<file path="src/rtl/spi_slave_core_if.sv">
// Parallel-side bus of the SPI target engine: TX word supply and RX word delivery.
// valid/ready: a word moves only in a cycle where both are high; tx_ready is a one-cycle capture pulse.
interface spi_slave_core_if #(
   parameter int C_DATA_WIDTH = 8
);
   logic [C_DATA_WIDTH-1:0] tx_data;
   logic                    tx_valid;
   logic                    tx_ready;
   logic [C_DATA_WIDTH-1:0] rx_data;
   logic                    rx_valid;
   logic                    rx_ready;

   modport master (
      output tx_data, tx_valid, rx_ready,
      input  tx_ready, rx_data, rx_valid
   );

   modport slave (
      input  tx_data, tx_valid, rx_ready,
      output tx_ready, rx_data, rx_valid
   );
endinterface

</file>
<file path="src/rtl/spi_slave_core.sv">
// SPI target serial engine: oversamples SCK/CS_n/MOSI in sysclk, all CPOL/CPHA modes.
// Optional macro SPI_SLAVE_LSB_FIRST_EN adds the lsb_first port (bit order select).
module spi_slave_core #(
   parameter int C_DATA_WIDTH = 8
) (
   input  logic       sysclk,
   input  logic       rst,
   input  logic       enable,
   input  logic       CPOL,
   input  logic       CPHA,
   input  logic       sck,
   input  logic       cs_n,
   input  logic       mosi,
`ifdef SPI_SLAVE_LSB_FIRST_EN
   input  logic       lsb_first,
`endif
   output logic       miso,
   output logic       miso_oe,
   output logic       busy,
   output logic       overrun,
   output logic       underrun,
   output logic [0:0] dbg_state,
   spi_slave_core_if.slave bus
);

   localparam int W     = C_DATA_WIDTH;
   localparam int CNT_W = $clog2(W);

   localparam logic [0:0] ST_IDLE   = 1'b0;
   localparam logic [0:0] ST_ACTIVE = 1'b1;

   logic sck_s1_q, sck_s2_q, sck_s3_q;
   logic cs_s1_q, cs_s2_q;
   logic mosi_s1_q, mosi_s2_q;

   logic [0:0]       state_q, state_d;
   logic [CNT_W-1:0] bit_cnt_q, bit_cnt_d;
   logic [W-1:0]     tx_shift_q, tx_shift_d;
   logic [W-1:0]     rx_shift_q, rx_shift_d;
   logic [W-1:0]     rx_data_q, rx_data_d;
   logic             rx_valid_q, rx_valid_d;
   logic             miso_q, miso_d;
   logic             tx_ready_q, tx_ready_d;
   logic             underrun_q, underrun_d;
   logic             overrun_q, overrun_d;

   logic         lsb_mode;
   logic         sck_rise, sck_fall, lead_edge, trail_edge, sample_edge, shift_edge;
   logic         load_word, pre_shift;
   logic [W-1:0] loaded;

`ifdef SPI_SLAVE_LSB_FIRST_EN
   assign lsb_mode = lsb_first;
`else
   assign lsb_mode = 1'b0;
`endif

   assign sck_rise    = sck_s2_q & ~sck_s3_q;
   assign sck_fall    = ~sck_s2_q & sck_s3_q;
   assign lead_edge   = CPOL ? sck_fall : sck_rise;
   assign trail_edge  = CPOL ? sck_rise : sck_fall;
   assign sample_edge = CPHA ? trail_edge : lead_edge;
   assign shift_edge  = CPHA ? lead_edge : trail_edge;

   always_comb begin
      state_d    = state_q;
      bit_cnt_d  = bit_cnt_q;
      tx_shift_d = tx_shift_q;
      rx_shift_d = rx_shift_q;
      rx_data_d  = rx_data_q;
      rx_valid_d = rx_valid_q;
      miso_d     = miso_q;
      tx_ready_d = 1'b0;
      underrun_d = 1'b0;
      overrun_d  = 1'b0;
      load_word  = 1'b0;
      pre_shift  = 1'b0;
      loaded     = '0;

      if (rx_valid_q && bus.rx_ready) begin
         rx_valid_d = 1'b0;
      end

      case (state_q)
         ST_IDLE: begin
            miso_d = 1'b0;
            if (!cs_s2_q && enable) begin
               state_d   = ST_ACTIVE;
               bit_cnt_d = '0;
               load_word = 1'b1;
               pre_shift = ~CPHA;
            end
         end
         default: begin
            // CS rise or disable outranks any edge decoded in the same cycle.
            if (cs_s2_q || !enable) begin
               state_d    = ST_IDLE;
               bit_cnt_d  = '0;
               miso_d     = 1'b0;
               tx_shift_d = '0;
            end else if (sample_edge) begin
               rx_shift_d = lsb_mode ? {mosi_s2_q, rx_shift_q[W-1:1]}
                                     : {rx_shift_q[W-2:0], mosi_s2_q};
               if (bit_cnt_q == CNT_W'(W-1)) begin
                  bit_cnt_d  = '0;
                  rx_data_d  = rx_shift_d;
                  rx_valid_d = 1'b1;
                  overrun_d  = rx_valid_q & ~bus.rx_ready;
                  load_word  = 1'b1;
               end else begin
                  bit_cnt_d = bit_cnt_q + CNT_W'(1);
               end
            end else if (shift_edge) begin
               miso_d     = lsb_mode ? tx_shift_q[0] : tx_shift_q[W-1];
               tx_shift_d = lsb_mode ? (tx_shift_q >> 1) : (tx_shift_q << 1);
            end
         end
      endcase

      if (load_word) begin
         if (bus.tx_valid) begin
            loaded     = bus.tx_data;
            tx_ready_d = 1'b1;
         end else begin
            underrun_d = 1'b1;
         end
         tx_shift_d = loaded;
         // CPHA=0 needs the first bit on the pin before the first leading edge.
         if (pre_shift) begin
            miso_d     = lsb_mode ? loaded[0] : loaded[W-1];
            tx_shift_d = lsb_mode ? (loaded >> 1) : (loaded << 1);
         end
      end
   end

   always_ff @(posedge sysclk) begin
      if (rst) begin
         sck_s1_q   <= 1'b0;
         sck_s2_q   <= 1'b0;
         sck_s3_q   <= 1'b0;
         cs_s1_q    <= 1'b1;
         cs_s2_q    <= 1'b1;
         mosi_s1_q  <= 1'b0;
         mosi_s2_q  <= 1'b0;
         state_q    <= ST_IDLE;
         bit_cnt_q  <= '0;
         tx_shift_q <= '0;
         rx_shift_q <= '0;
         rx_data_q  <= '0;
         rx_valid_q <= 1'b0;
         miso_q     <= 1'b0;
         tx_ready_q <= 1'b0;
         underrun_q <= 1'b0;
         overrun_q  <= 1'b0;
      end else begin
         sck_s1_q   <= sck;
         sck_s2_q   <= sck_s1_q;
         sck_s3_q   <= sck_s2_q;
         cs_s1_q    <= cs_n;
         cs_s2_q    <= cs_s1_q;
         mosi_s1_q  <= mosi;
         mosi_s2_q  <= mosi_s1_q;
         state_q    <= state_d;
         bit_cnt_q  <= bit_cnt_d;
         tx_shift_q <= tx_shift_d;
         rx_shift_q <= rx_shift_d;
         rx_data_q  <= rx_data_d;
         rx_valid_q <= rx_valid_d;
         miso_q     <= miso_d;
         tx_ready_q <= tx_ready_d;
         underrun_q <= underrun_d;
         overrun_q  <= overrun_d;
      end
   end

   assign miso         = miso_q;
   assign miso_oe      = (state_q == ST_ACTIVE);
   assign busy         = (state_q == ST_ACTIVE);
   assign overrun      = overrun_q;
   assign underrun     = underrun_q;
   assign dbg_state    = state_q;
   assign bus.tx_ready = tx_ready_q;
   assign bus.rx_data  = rx_data_q;
   assign bus.rx_valid = rx_valid_q;

endmodule

</file>
<file path="src/flat_wrapper.sv">
// flat-port wrapper written by rule: the top's interface ports become plain ports
module spi_slave_core_flat 
#(
   parameter int C_DATA_WIDTH = 8
)
  (sysclk, rst, enable, CPOL, CPHA, sck, cs_n, mosi, miso, miso_oe, busy, overrun, underrun, dbg_state, bus_tx_data, bus_tx_valid, bus_rx_ready, bus_tx_ready, bus_rx_data, bus_rx_valid);
  spi_slave_core_if #(.C_DATA_WIDTH(C_DATA_WIDTH)) bus_i ();
  input  logic sysclk;
  input  logic rst;
  input  logic enable;
  input  logic CPOL;
  input  logic CPHA;
  input  logic sck;
  input  logic cs_n;
  input  logic mosi;
  output logic miso;
  output logic miso_oe;
  output logic busy;
  output logic overrun;
  output logic underrun;
  output logic [0:0] dbg_state;
  input wire logic [$bits(bus_i.tx_data)-1:0] bus_tx_data;
  input wire logic [$bits(bus_i.tx_valid)-1:0] bus_tx_valid;
  input wire logic [$bits(bus_i.rx_ready)-1:0] bus_rx_ready;
  output wire logic [$bits(bus_i.tx_ready)-1:0] bus_tx_ready;
  output wire logic [$bits(bus_i.rx_data)-1:0] bus_rx_data;
  output wire logic [$bits(bus_i.rx_valid)-1:0] bus_rx_valid;
  assign bus_i.tx_data = bus_tx_data;
  assign bus_i.tx_valid = bus_tx_valid;
  assign bus_i.rx_ready = bus_rx_ready;
  assign bus_tx_ready = bus_i.tx_ready;
  assign bus_rx_data = bus_i.rx_data;
  assign bus_rx_valid = bus_i.rx_valid;
  spi_slave_core #(.C_DATA_WIDTH(C_DATA_WIDTH)) u_core (.sysclk(sysclk), .rst(rst), .enable(enable), .CPOL(CPOL), .CPHA(CPHA), .sck(sck), .cs_n(cs_n), .mosi(mosi), .miso(miso), .miso_oe(miso_oe), .busy(busy), .overrun(overrun), .underrun(underrun), .dbg_state(dbg_state), .bus(bus_i));
endmodule
</file>
<file path="config.mk">
export PLATFORM = sky130hd
export DESIGN_NAME = spi_slave_core_flat
export DESIGN_NICKNAME = d
export VERILOG_FILES = /design/src/rtl/spi_slave_core_if.sv /design/src/rtl/spi_slave_core.sv /design/src/flat_wrapper.sv
export SDC_FILE = /design/constraint.sdc
export NUM_CORES = 1
export LEC_CHECK = 0
export ABC_CLOCK_PERIOD_IN_PS = 2500
export CAP_MARGIN = 40
export CORE_ASPECT_RATIO = 1.4
export CORE_MARGIN = 5
export CORE_UTILIZATION = 50
export CTS_CLUSTER_DIAMETER = 50
export CTS_CLUSTER_SIZE = 12
export DETAILED_ROUTE_END_ITERATION = 8
export PLACE_DENSITY = 0.78
export SYNTH_ARGS = -nofsm -noshare
export SYNTH_HDL_FRONTEND = slang
export SYNTH_SLANG_ARGS = --single-unit
</file>
<file path="constraint.sdc">
create_clock -name sysclk -period 2.5 [get_ports sysclk]
set_clock_uncertainty 0.1 [all_clocks]
set_input_delay 0.25 -clock sysclk [delete_from_list [all_inputs] [get_ports sysclk]]
set_output_delay 0.25 -clock sysclk [all_outputs]
set_load 0.005 [all_outputs]
</file>
-- After elaboration in Yosys (flattened, before gate mapping)
Index checks and enable logic that the tools add are counted.
Widths: inputs -> output; s select.
- register bits after elaboration: 39
- input port bits: 18
- output and inout bits: 16
- word-level logic and storage cells: 85
- add/sub/neg operators: 1
- eq/ne operators: 3
- muxes and demuxes: 38
- bitwise operators: 12
- reductions and logical operators: 14
- operators by type and width (kind ; number):
    $mux 8 ; 7
    $mux 1 ; 26
    $mux 3 ; 5
    $not 1->1 ; 9
    $ne 3x3->1 const B ; 2
    $reduce_and 3->1 ; 2
    $reduce_or 5->1 ; 1
    $reduce_and 4->1 ; 1
    $reduce_bool 2->1 ; 2
    $add 3x1->3 const B ; 1
    $and 1x1->1 ; 3
    $eq 3x3->1 const B ; 1
    $reduce_bool 3->1 ; 1
    $logic_and 1x1->1 ; 2
    $logic_not 1->1 ; 2
    $reduce_and 2->1 ; 1
    $reduce_or 2->1 ; 1
    $logic_or 1x1->1 ; 1

-- Longest topological paths before layout
Gate-level depths: netlist (run 1).
- depth after elaboration: 10
- gate-level depth with buffers: 7

-- Worst setup path before layout (run 1)
Ideal clock, no wire load.
- kind: register -> register
- start: reg u_core.state_q, in the netlist u_core.busy
- end: reg u_core.tx_shift_q[1]
- arrival: 1.520 ns
- path slack: 0.740 ns
- cell stages (with the launch flop): 6
- buffers on the path: 1
- period minus slack after synthesis: 1.760 ns
- cells stage by stage: dfxtp_1 -> buf_2 -> nor4b_4 -> mux2_2 -> nand3_1 -> a32oi_1
- cells in the longest elaborated chain, start to end: 3
- ends and longest elaborated chain (what ; line ; source):
    from (decl) ; spi_slave_core.sv:36 ; logic [0:0] state_q, state_d;
    from (signal assigned) ; spi_slave_core.sv:163 ; state_q <= state_d;
    $mux 1 ; spi_slave_core.sv:84 ; case (state_q)
    $ne 3x3->1 (no line), or another cell as far along ; -- ;
    $reduce_and 3->1 (no line) or $mux 8 (tied branches) ; -- ;
    to (signal assigned) ; spi_slave_core.sv:165 ; tx_shift_q <= tx_shift_d;
    to (decl) ; spi_slave_core.sv:38 ; logic [W-1:0] tx_shift_q, tx_shift_d;
Several ways; a longest one is shown, not always the timed one.
A chain may end at the register's enable or synchronous reset.

-- Worst setup path in the final report (run 1)
- start: in CPHA
- end: reg u_core.rx_shift_q[1]
- cells in the longest elaborated chain, start to end: 2
- ends and longest elaborated chain (what ; line ; source):
    from (decl) ; flat_wrapper.sv:12 ; input logic CPHA;
    $mux 1 ; spi_slave_core.sv:62 ; assign sample_edge = CPHA ? trail_edge : lead_edge;
    $reduce_and 3->1 (no line) ; -- ;
    to (signal assigned) ; spi_slave_core.sv:166 ; rx_shift_q <= rx_shift_d;
    to (decl) ; spi_slave_core.sv:39 ; logic [W-1:0] rx_shift_q, rx_shift_d;
Every way passes these cells.

==> flow_metrics.tcl, run 1 <==
set metrics [dict create \
    numPortBuffers 33 \
    power.density_nw_per_um2 558 \
    dp.cells 235 \
    swShare_pct 21.7 \
    die_area_um2 4580 \
    ys.flop_type "dfxtp_1" \
    cts_tree "yes" \
    p_comb_share_pct 7.5 \
    wl_met1_um 1300 \
    vias_per_cell 5.41 \
    place.gp.congestion 0.781 \
    period_needed_ns 2.18 \
    synth_area_leader_cell "dfxtp_1" \
    ant_nets 0 \
    drc 0 \
    rsz0062_at_grt "no" \
    internal_power_mw 0.929 \
    core_region_area_um2 3150 \
    synthCells 169 \
    r2r_cells 5 \
    nFillCells 276 \
    drv_slew 0 \
    numCtsBuffers 5 \
    ios 34 \
    worstSkewPairLatency_ns 0.29 \
    cts.clk_slew.worst_paths_ns 0.07 \
    grt_pass1_wl_um 5620 \
    multi_input_area_um2 811 \
    dp_hpwl_um 2540 \
    slew_headroom_pct 68.7 \
    diodes 0 \
    r2r_slack_ns 0.59 \
    fmax_ghz 0.460 \
    final-seq-area_um2 781 \
    yosysUniqueCellTypes 30 \
    setup_tns_ns 0 \
    cts-hold-fix-buffers 0 \
    synth_edf_count 0 \
    arrival_ns 2.25 \
    worstHoldStart "u_core.cs_s1_q" \
    clk_path_buf_depth 2 \
    hold_depth 1 \
    cp_cell_sequence "clkdlybuf4s50_1 > xor2_2 > mux2i_1 > nor2b_1 > buf_12 > mux2i_1 > nor2_1" \
    async_reset_ff_share_pct 0 \
    p_switching_mw 0.257 \
    netlist_area_um2 1660 \
    grt_max_degree 30 \
    post_cts_buffers 0 \
    fin_crit_sh_pct 87.0 \
    critical_path.endpoint_type "flop" \
    synth.top_cell.area_share_pct 47.1 \
    status "complete, no violations" \
    vias 1315 \
    hold_violations 0 \
    cp-start-kind "input port" \
    dr_wl_met2_um 1840 \
    r2r_end "u_core.tx_shift_q[0]" \
    cts.sinks 39 \
    wl_per_cell_um 14.3 \
    p_leak_nw 0.765 \
    root_buffer "clkbuf_8" \
    rows 24 \
    fin_cells 243 \
    worst_slew_pin_slew_ns 0.470 \
    crit_type "input port to flop" \
    finalPower_mw 1.19 \
    top_layer "met4" \
    synth_fp_nets 189 \
    crit_top_cell "mux2i_1" \
    drive_gt1_share_pct 11.8 \
    synth_warnings 0 \
    htreeDepth 2 \
    worstReg2RegStart "u_core.bit_cnt_q[0]" \
    antenna_found_initial 0 \
    grt_usage_pct 16.0 \
    drt-total-wl_um 3470 \
    min_to "u_core.cs_s2_q" \
    grt_pass1_vias 1329 \
    die_x_um 58.6 \
    setup_viol 0 \
    critPathMaxStageDelay_ns 0.59 \
    fin_nets 223 \
    first_pass_iters 4 \
    seqPwrFrac_pct 53.4 \
    cp_max_fo 18 \
    start_util_pct 52.5 \
    synth_area_per_cell_um2 9.80 \
    holdCritPathClass "flop to flop" \
    drt_iter0_markers 23 \
    yosys-top-cells-area "dfxtp_1, mux2i_1, nor2b_1, nor2_1, nand3_1" \
    wl_met3_um 259 \
    crit_slowest_cell "clkdlybuf4s50_1" \
    syn_to_final_growth_pct 28.2 \
    pwr-share-clk_pct 39.2 \
    worstPathRequired_ns 2.58 \
    cts_resized 0 \
    seq_area_frac_synth_pct 47.1 \
    postLayoutCoreUtil_pct 67.4 \
    ys_ff_latch 39 \
    cap_violations 0 \
    peakVddDrop_v 0.000605 \
    die-height_um 78.1 \
    overflow 0 \
]
-- cell type report --
cell class / instances / share of cell area (%)
well taps: 39 / 2.30
clock inverters: 1 / 0.353
flip-flops and latches: 39 / 36.7
multi-input cells: 119 / 38.2
clock buffers: 7 / 4.53
repair buffers: 38 / 17.9
-- metal layers --
metal	global-route usage, %	vias to the layer above
met3	5.75	6
li1	-	659
met1	15.0	613
met5	0	-
met2	29.9	37
met4	7.71	0
-- state kept, by name, summed over array words and instances (netlist names), 3 cells and up --
name                flops
u_core.bit_cnt_q        3
u_core.tx_shift_q       8
u_core.bus.rx_data      8
u_core.rx_shift_q       7
-- critical path, delay by kind of cell --
| family | cells | cell delay (ns) |
|---|---|---|
| XOR/XNOR | 1 | 0.25 |
| buffers and inverters | 2 | 0.78 |
| multiplexers | 2 | 0.63 |
| AND/OR/NAND/NOR | 2 | 0.34 |
-- worst max path at each step --
| stage | from | endpoint | slack, ns | cells after the start |
|---|---|---|---|---|
| floorplan | u_core.busy | u_core.tx_shift_q[1] | 0.74 | 5 |
| global route | CPHA | u_core.rx_shift_q[4] | 0.15 | 7 |
| finish | CPHA | u_core.rx_shift_q[1] | 0.32 | 7 |
| global placement | CPHA | u_core.rx_shift_q[2] | 0.17 | 7 |
| detailed placement | CPHA | u_core.rx_shift_q[1] | 0.07 | 7 |
| CTS | CPHA | u_core.rx_shift_q[1] | 0.33 | 7 |
-- Yosys cell counts, drive strengths merged (2+ instances only) --
| library cell | count |
|---|---|
| a21oi | 11 |
| a22oi | 3 |
| a32oi | 3 |
| buf | 6 |
| clkbuf | 5 |
| dfxtp | 39 |
| ha | 2 |
| mux2 | 4 |
| mux2i | 18 |
| nand2 | 14 |
| nand2b | 5 |
| nand3 | 11 |
| nor2 | 15 |
| nor2b | 13 |
| nor3 | 2 |
| o21bai | 2 |
| o2bb2ai | 5 |
| or2 | 2 |
-- cells by family (layout without fill, tap and decap cells) --
logic type / Yosys count / in the layout / share of synthesized area [%]
AND/OR/NAND/NOR: 65 / 65 / 20.2
flip-flops: 39 / 39 / 47.1
AO/OA/AOI/OAI: 29 / 29 / 12.6
multiplexers: 22 / 22 / 13.6
buffers and inverters: 11 / 46 / 3.93
adder cells (fa/ha/maj): 2 / 2 / 1.51
XOR/XNOR: 1 / 1 / 0.982
-- power groups by stage --
stage	logic, mW	clock network, mW	registers (mW)
2_1_floorplan	0.0472	0	0.646
3_3_place_gp	0.0860	0	0.647
3_5_place_dp	0.0879	0	0.647
4_1_cts	0.0890	0.479	0.633
5_1_grt	0.0964	0.507	0.634
6_report	0.0885	0.464	0.633
-- cell usage in the layout (no fill, tap or decap), drive strengths merged --
| cell | synthesis | layout |
|---|---|---|
| nor2 | 15 | 15 |
| clkbuf | 5 | 7 |
| a21bo | 1 | 1 |
| clkinvlp | 0 | 1 |
| clkdlybuf4s50 | 0 | 33 |
| and3 | 1 | 1 |
| xor2 | 1 | 1 |
| o2bb2ai | 5 | 5 |
| a22oi | 3 | 3 |
| nor2b | 13 | 13 |
| mux2i | 18 | 18 |
| mux2 | 4 | 4 |
| a31o | 1 | 1 |
| nand4 | 1 | 1 |
| ha | 2 | 2 |
| a21oi | 11 | 11 |
| nand3 | 11 | 11 |
| nand2b | 5 | 5 |
| buf | 6 | 5 |
| nor4b | 1 | 1 |
| dfxtp | 39 | 39 |
| o221ai | 1 | 1 |
| or2 | 2 | 2 |
| nor3 | 2 | 2 |
| o21bai | 2 | 2 |
| a32oi | 3 | 3 |
| o21ai | 1 | 1 |
| nand2 | 14 | 14 |
| a32o | 1 | 1 |
-- stage by stage --
stage / hold WS (ns) / cell area [um2] / worst slack (ns)
after floorplan: 0.253 / 1660 / 0.740
final: 0.309 / 2120 / 0.324
after global placement: 0.292 / 2020 / 0.167
after global routing: 0.328 / 2120 / 0.146
after detailed placement: 0.298 / 2020 / 0.0728
after CTS: 0.317 / 2120 / 0.325
Power figures use the tool's default switching activity.
==> run 2: changes to the inputs <==
CORE_ASPECT_RATIO = 0.75   (was 1.4)
==> run 2 against run 1 <==
Via count grew 1.3%. First-iteration DRC count rose to 4.4 times the previous value. Total power shrank 0.18%. Cell area about the same. Critical endpoint is now u_core.bus.rx_data[6]. Wire length grew 1.9%. Count of clock-buffer cells in the layout stayed put. Core utilization is 1.8 points lower. Fmax is 2.6% higher. Global-route usage is 0.074 points higher. Worst setup slack improved by 0.056 ns. Combinational power is 2.4% higher.
==> flow_metrics.tcl, run 2 (same netlist as run 1, synthesis figures left out) <==
set metrics [dict create \
    status "complete, no violations" \
    slew_headroom_pct 62.4 \
    root_buffer "clkbuf_8" \
    hold_depth 1 \
    critPathMaxStageDelay_ns 0.58 \
    die-height_um 59.9 \
    worst_slew_pin_slew_ns 0.562 \
    overflow 0 \
    drc 0 \
    vias_per_cell 5.46 \
    rsz0062_at_grt "no" \
    critPathCapture "u_core.bus.rx_data[6]" \
    grt_pass1_wl_um 5880 \
    core_region_area_um2 3240 \
    crit_type "input port to flop" \
    worstReg2RegStart "u_core.bit_cnt_q[0]" \
    worstSetupStartpoint "CPHA" \
    fmax_ghz 0.472 \
    r2r_end "u_core.bus.rx_data[6]" \
    p_leak_nw 0.766 \
    antenna_found_initial 0 \
    die_area_um2 4580 \
    final_cell_mix "dfxtp_1, clkdlybuf4s50_1, mux2i_1, nor2_1, nand2_1" \
    cts.sinks 39 \
    vias 1332 \
    first_pass_iters 4 \
    numCtsBuffers 5 \
    setup_viol 0 \
    wl_per_cell_um 14.5 \
    post_cts_buffers 0 \
    ant_nets 0 \
    hold_violations 0 \
    peakVddDrop_v 0.000400 \
    nFillCells 259 \
    numPortBuffers 33 \
    place.gp.congestion 0.782 \
    ios 34 \
    cts_resized 0 \
    worstSkewPairLatency_ns 0.29 \
    worst-path-stages 6 \
    drt-total-wl_um 3540 \
    grt_usage_pct 16.1 \
    cap_violations 0 \
    crit_family "simple AND/OR/NAND/NOR gates" \
    r2r_slack_ns 0.52 \
    postLayoutCoreUtil_pct 65.5 \
    syn_to_final_growth_pct 28.3 \
    cts.clk_slew.worst_paths_ns 0.07 \
    rows 18 \
    final_common_cell "dfxtp_1" \
    power.density_nw_per_um2 557 \
    holdCritPathClass "flop to flop" \
    crit_slowest_cell "clkdlybuf4s50_1" \
    cts-hold-fix-buffers 0 \
    cts_tree "yes" \
    worstHoldStart "u_core.cs_s1_q" \
    cp_max_fo 10 \
    cp_num_buf_inv 1 \
    worstPathRequired_ns 2.58 \
    drv_slew 0 \
    period_needed_ns 2.12 \
    grt_max_degree 19 \
    htreeDepth 2 \
    cp-start-kind "input port" \
    critical_path.endpoint_type "flop" \
    drive_gt1_share_pct 11.8 \
    start_util_pct 51.1 \
    arrival_ns 2.20 \
    drt_iter0_markers 102 \
    setup_tns_ns 0 \
    diodes 0 \
    clk_path_buf_depth 2 \
    grt_pass1_vias 1298 \
    die_x_um 76.5 \
    fin_crit_sh_pct 84.8 \
    fin_nets 223 \
    dp_hpwl_um 2660 \
    r2r_cells 5 \
    cp_cell_sequence "clkdlybuf4s50_1 > xor2_2 > mux2i_1 > nand4_1 > nand2_1 > a21oi_1" \
]
==> run 2: cell counts in the layout (fill, tap and decap cells not counted) <==
Identical to the previous run, type by type.
==> run 2: metal layers <==
| layer | track usage [%] | share of wire [%] | wire (um) | vias up |
|---|---|---|---|---|
| met4 | 5.24 | 0.17 | 6 | 0 |
| met2 | 26.5 | 47 | 1660 | 42 |
| met3 | 4.52 | 7.4 | 262 | 2 |
| li1 | - | - | - | 660 |
| met5 | 0 | 0 | 0 | - |
| met1 | 20.8 | 46 | 1610 | 628 |
==> run 2: cell type report <==
class,count,area [um2],area share [%]
clock buffers,7,96.3,4.53
clock inverters,1,7.51,0.353
multi-input cells,119,811,38.1
flip-flops and latches,39,781,36.7
well taps,40,50.0,2.35
repair buffers,38,380,17.9
==> run 2: how the worst min path moves through the flow <==
stage          slack, ns        endpoint
6_report            0.32  u_core.cs_s2_q
4_1_cts             0.32  u_core.cs_s2_q
2_1_floorplan       0.25     u_core.busy
5_1_grt             0.34  u_core.cs_s2_q
3_5_place_dp        0.30  u_core.cs_s2_q
3_3_place_gp        0.29  u_core.cs_s2_q
==> run 2: per-stage QoR <==
step	cells	hold slack (ns)	setup WS [ns]	instance area [um2]	power, mW
3_3_place_gp	236	0.292	0.187	2020	0.735
3_5_place_dp	236	0.301	0.0999	2020	0.738
2_1_floorplan	169	0.253	0.740	1660	0.693
4_1_cts	244	0.319	0.404	2130	1.20
5_1_grt	244	0.336	0.254	2130	1.24
6_report	244	0.316	0.380	2130	1.18
==> run 2: power by group <==
part	total, mW	switching [mW]	internal, mW
logic	0.0906	0.0399	0.0507
clock network	0.460	0.210	0.251
registers	0.633	0.00404	0.629
total	1.18	0.254	0.930
==> run 2: worst register-to-register path, stage by stage (launching register included) <==
cell	delay [ns]
dfxtp_1	0.37
ha_1	0.16
ha_1	0.45
nand4_1	0.49
nand2_1	0.21
a21oi_1	0.09
==> run 3: changes to the inputs <==
ABC_CLOCK_PERIOD_IN_PS = 1820   (was 2500)
CORE_UTILIZATION = 45   (was 50)
PLACE_DENSITY = 0.74   (was 0.78)
clock period = 1.82 ns   (was 2.5 ns; I/O delays follow)
==> run 3 against run 2 <==
Register-to-register slack got worse by 0.44 ns. Combinational power rose by 51%. Clock power rose by 60%. Total power rose by 47%. Critical path depth fell by 1. First-iteration DRC count fell by 2.0%. Via count rose by 3.2%. Die area rose by 9.4%. Count of clock-buffer cells in the layout fell by 1.
==> flow_metrics.tcl, run 3 (same netlist as run 1, synthesis figures left out) <==
set metrics [dict create \
    status "complete, no violations" \
    worstSkewPairLatency_ns 0.29 \
    die_area_um2 5010 \
    final_cell_mix "dfxtp_1, clkdlybuf4s50_1, mux2i_1, nor2_1, buf_4" \
    cts.clk_slew.worst_paths_ns 0.08 \
    r2r_cells 5 \
    period_needed_ns 1.74 \
    die-height_um 62.5 \
    vias_per_cell 5.17 \
    antenna_found_initial 0 \
    dpl-instance-area_um2 2110 \
    syn_to_final_growth_pct 35.6 \
    ant_nets 0 \
    vias 1374 \
    final_common_cell "dfxtp_1" \
    fmax_ghz 0.574 \
    root_buffer "clkbuf_8" \
    worstPathRequired_ns 1.91 \
    worst_slew_pin_slew_ns 0.376 \
    cp-start-kind "flop" \
    holdCritPathClass "flop to flop" \
    p_leak_nw 0.847 \
    diodes 0 \
    fin_nets 233 \
    power.density_nw_per_um2 776 \
    overflow 0 \
    htreeDepth 2 \
    crit_type "flop to flop" \
    first_pass_iters 4 \
    critical_path.endpoint_type "flop" \
    grt_pass1_vias 1436 \
    cp_max_fo 11 \
    die_x_um 80.1 \
    core_region_area_um2 3610 \
    arrival_ns 1.83 \
    cts-hold-fix-buffers 0 \
    numPortBuffers 33 \
    cts.sinks 39 \
    grt_pass1_wl_um 6710 \
    clk_path_buf_depth 2 \
    hold_violations 0 \
    cap_violations 0 \
    numCtsBuffers 5 \
    post_cts_buffers 0 \
    rsz0062_at_grt "no" \
    drive_gt1_share_pct 17.3 \
    cts_tree "yes" \
    ios 34 \
    drc 0 \
    drv_slew 0 \
    peakVddDrop_v 0.000664 \
    dp_hpwl_um 2810 \
    grt_usage_pct 16.7 \
    hold_ws_ns 0.313 \
    slew_headroom_pct 74.7 \
    grt_max_degree 19 \
    setup_viol 0 \
    hold_depth 1 \
    fin_crit_sh_pct 95.7 \
    place.gp.congestion 0.800 \
    wl_per_cell_um 14.3 \
    drt_iter0_markers 100 \
    drt-total-wl_um 3810 \
    start_util_pct 45.8 \
    rows 19 \
    design_area_um2 2250 \
]
## run 3: changes by cell type in the layout (fill, tap and decap cells not counted), sizes merged
cell / before / now
clkdlybuf4s50: 33 / 31
dlymetal6s2s: 0 / 2
clkbuf: 7 / 6
bufinv: 0 / 1
clkinvlp: 1 / 0
buf: 5 / 15
clkinv: 0 / 1
## run 3: cell type report
type	instances	area, um2
sequential	39	782
tap	52	65.1
multi-input combinational	119	822
clock inverter	2	35.0
timing repair buffer	48	460
clock buffer	6	82.6
fill	292	1370
## run 3: timing repair
item	4_1_cts	5_1_grt
resized for setup	3	3
endpoints found under the setup margin	8	6
endpoints found under the hold margin	0	0
pin swaps	0	2
## run 3: stage by stage
stage	setup WS [ns]	cells	utilization, %	total power, mW	setup TNS, ns
finish	0.0779	266	62.2	1.74	0
global route	0.0308	266	62.2	1.80	0
CTS	0.0170	266	62.0	1.75	0
detailed placement	-0.315	258	58.4	1.02	-6.46
global placement	-0.278	258	58.4	1.02	-4.99
floorplan	0.0596	169	-	0.952	0
## run 3: power breakdown
| group | leakage, nW | internal [mW] | switching [mW] | total, mW |
|---|---|---|---|---|
| Sequential | 0.316 | 0.864 | 0.00610 | 0.870 |
| Combinational | 0.469 | 0.0782 | 0.0584 | 0.137 |
| Clock | 0.0612 | 0.444 | 0.294 | 0.737 |
| Total | 0.847 | 1.39 | 0.358 | 1.74 |
## run 3: worst max-delay path: stages, from the launching register on
cell and delay [ns]:
dfxtp_1 0.34, ha_1 0.21, ha_1 0.26, a21bo_4 0.30, and3_1 0.19, a32o_1 0.25
## run 3: worst paths after layout
check                 startpoint                    to  slack (ns)
min reg2reg       u_core.cs_s1_q        u_core.cs_s2_q        0.31
min               u_core.cs_s1_q        u_core.cs_s2_q        0.31
max          u_core.bit_cnt_q[0]  u_core.tx_shift_q[0]        0.08
max reg2reg  u_core.bit_cnt_q[0]  u_core.tx_shift_q[0]        0.08
## run 3: per-layer routing
layer / vias to the layer above / track usage (%) / wire length [um]
met1: 647 / 22.3 / 1810
met2: 36 / 25.1 / 1760
met4: 0 / 6.96 / 66
li1: 683 / - / -
met5: - / 0 / 0
met3: 8 / 4.90 / 172
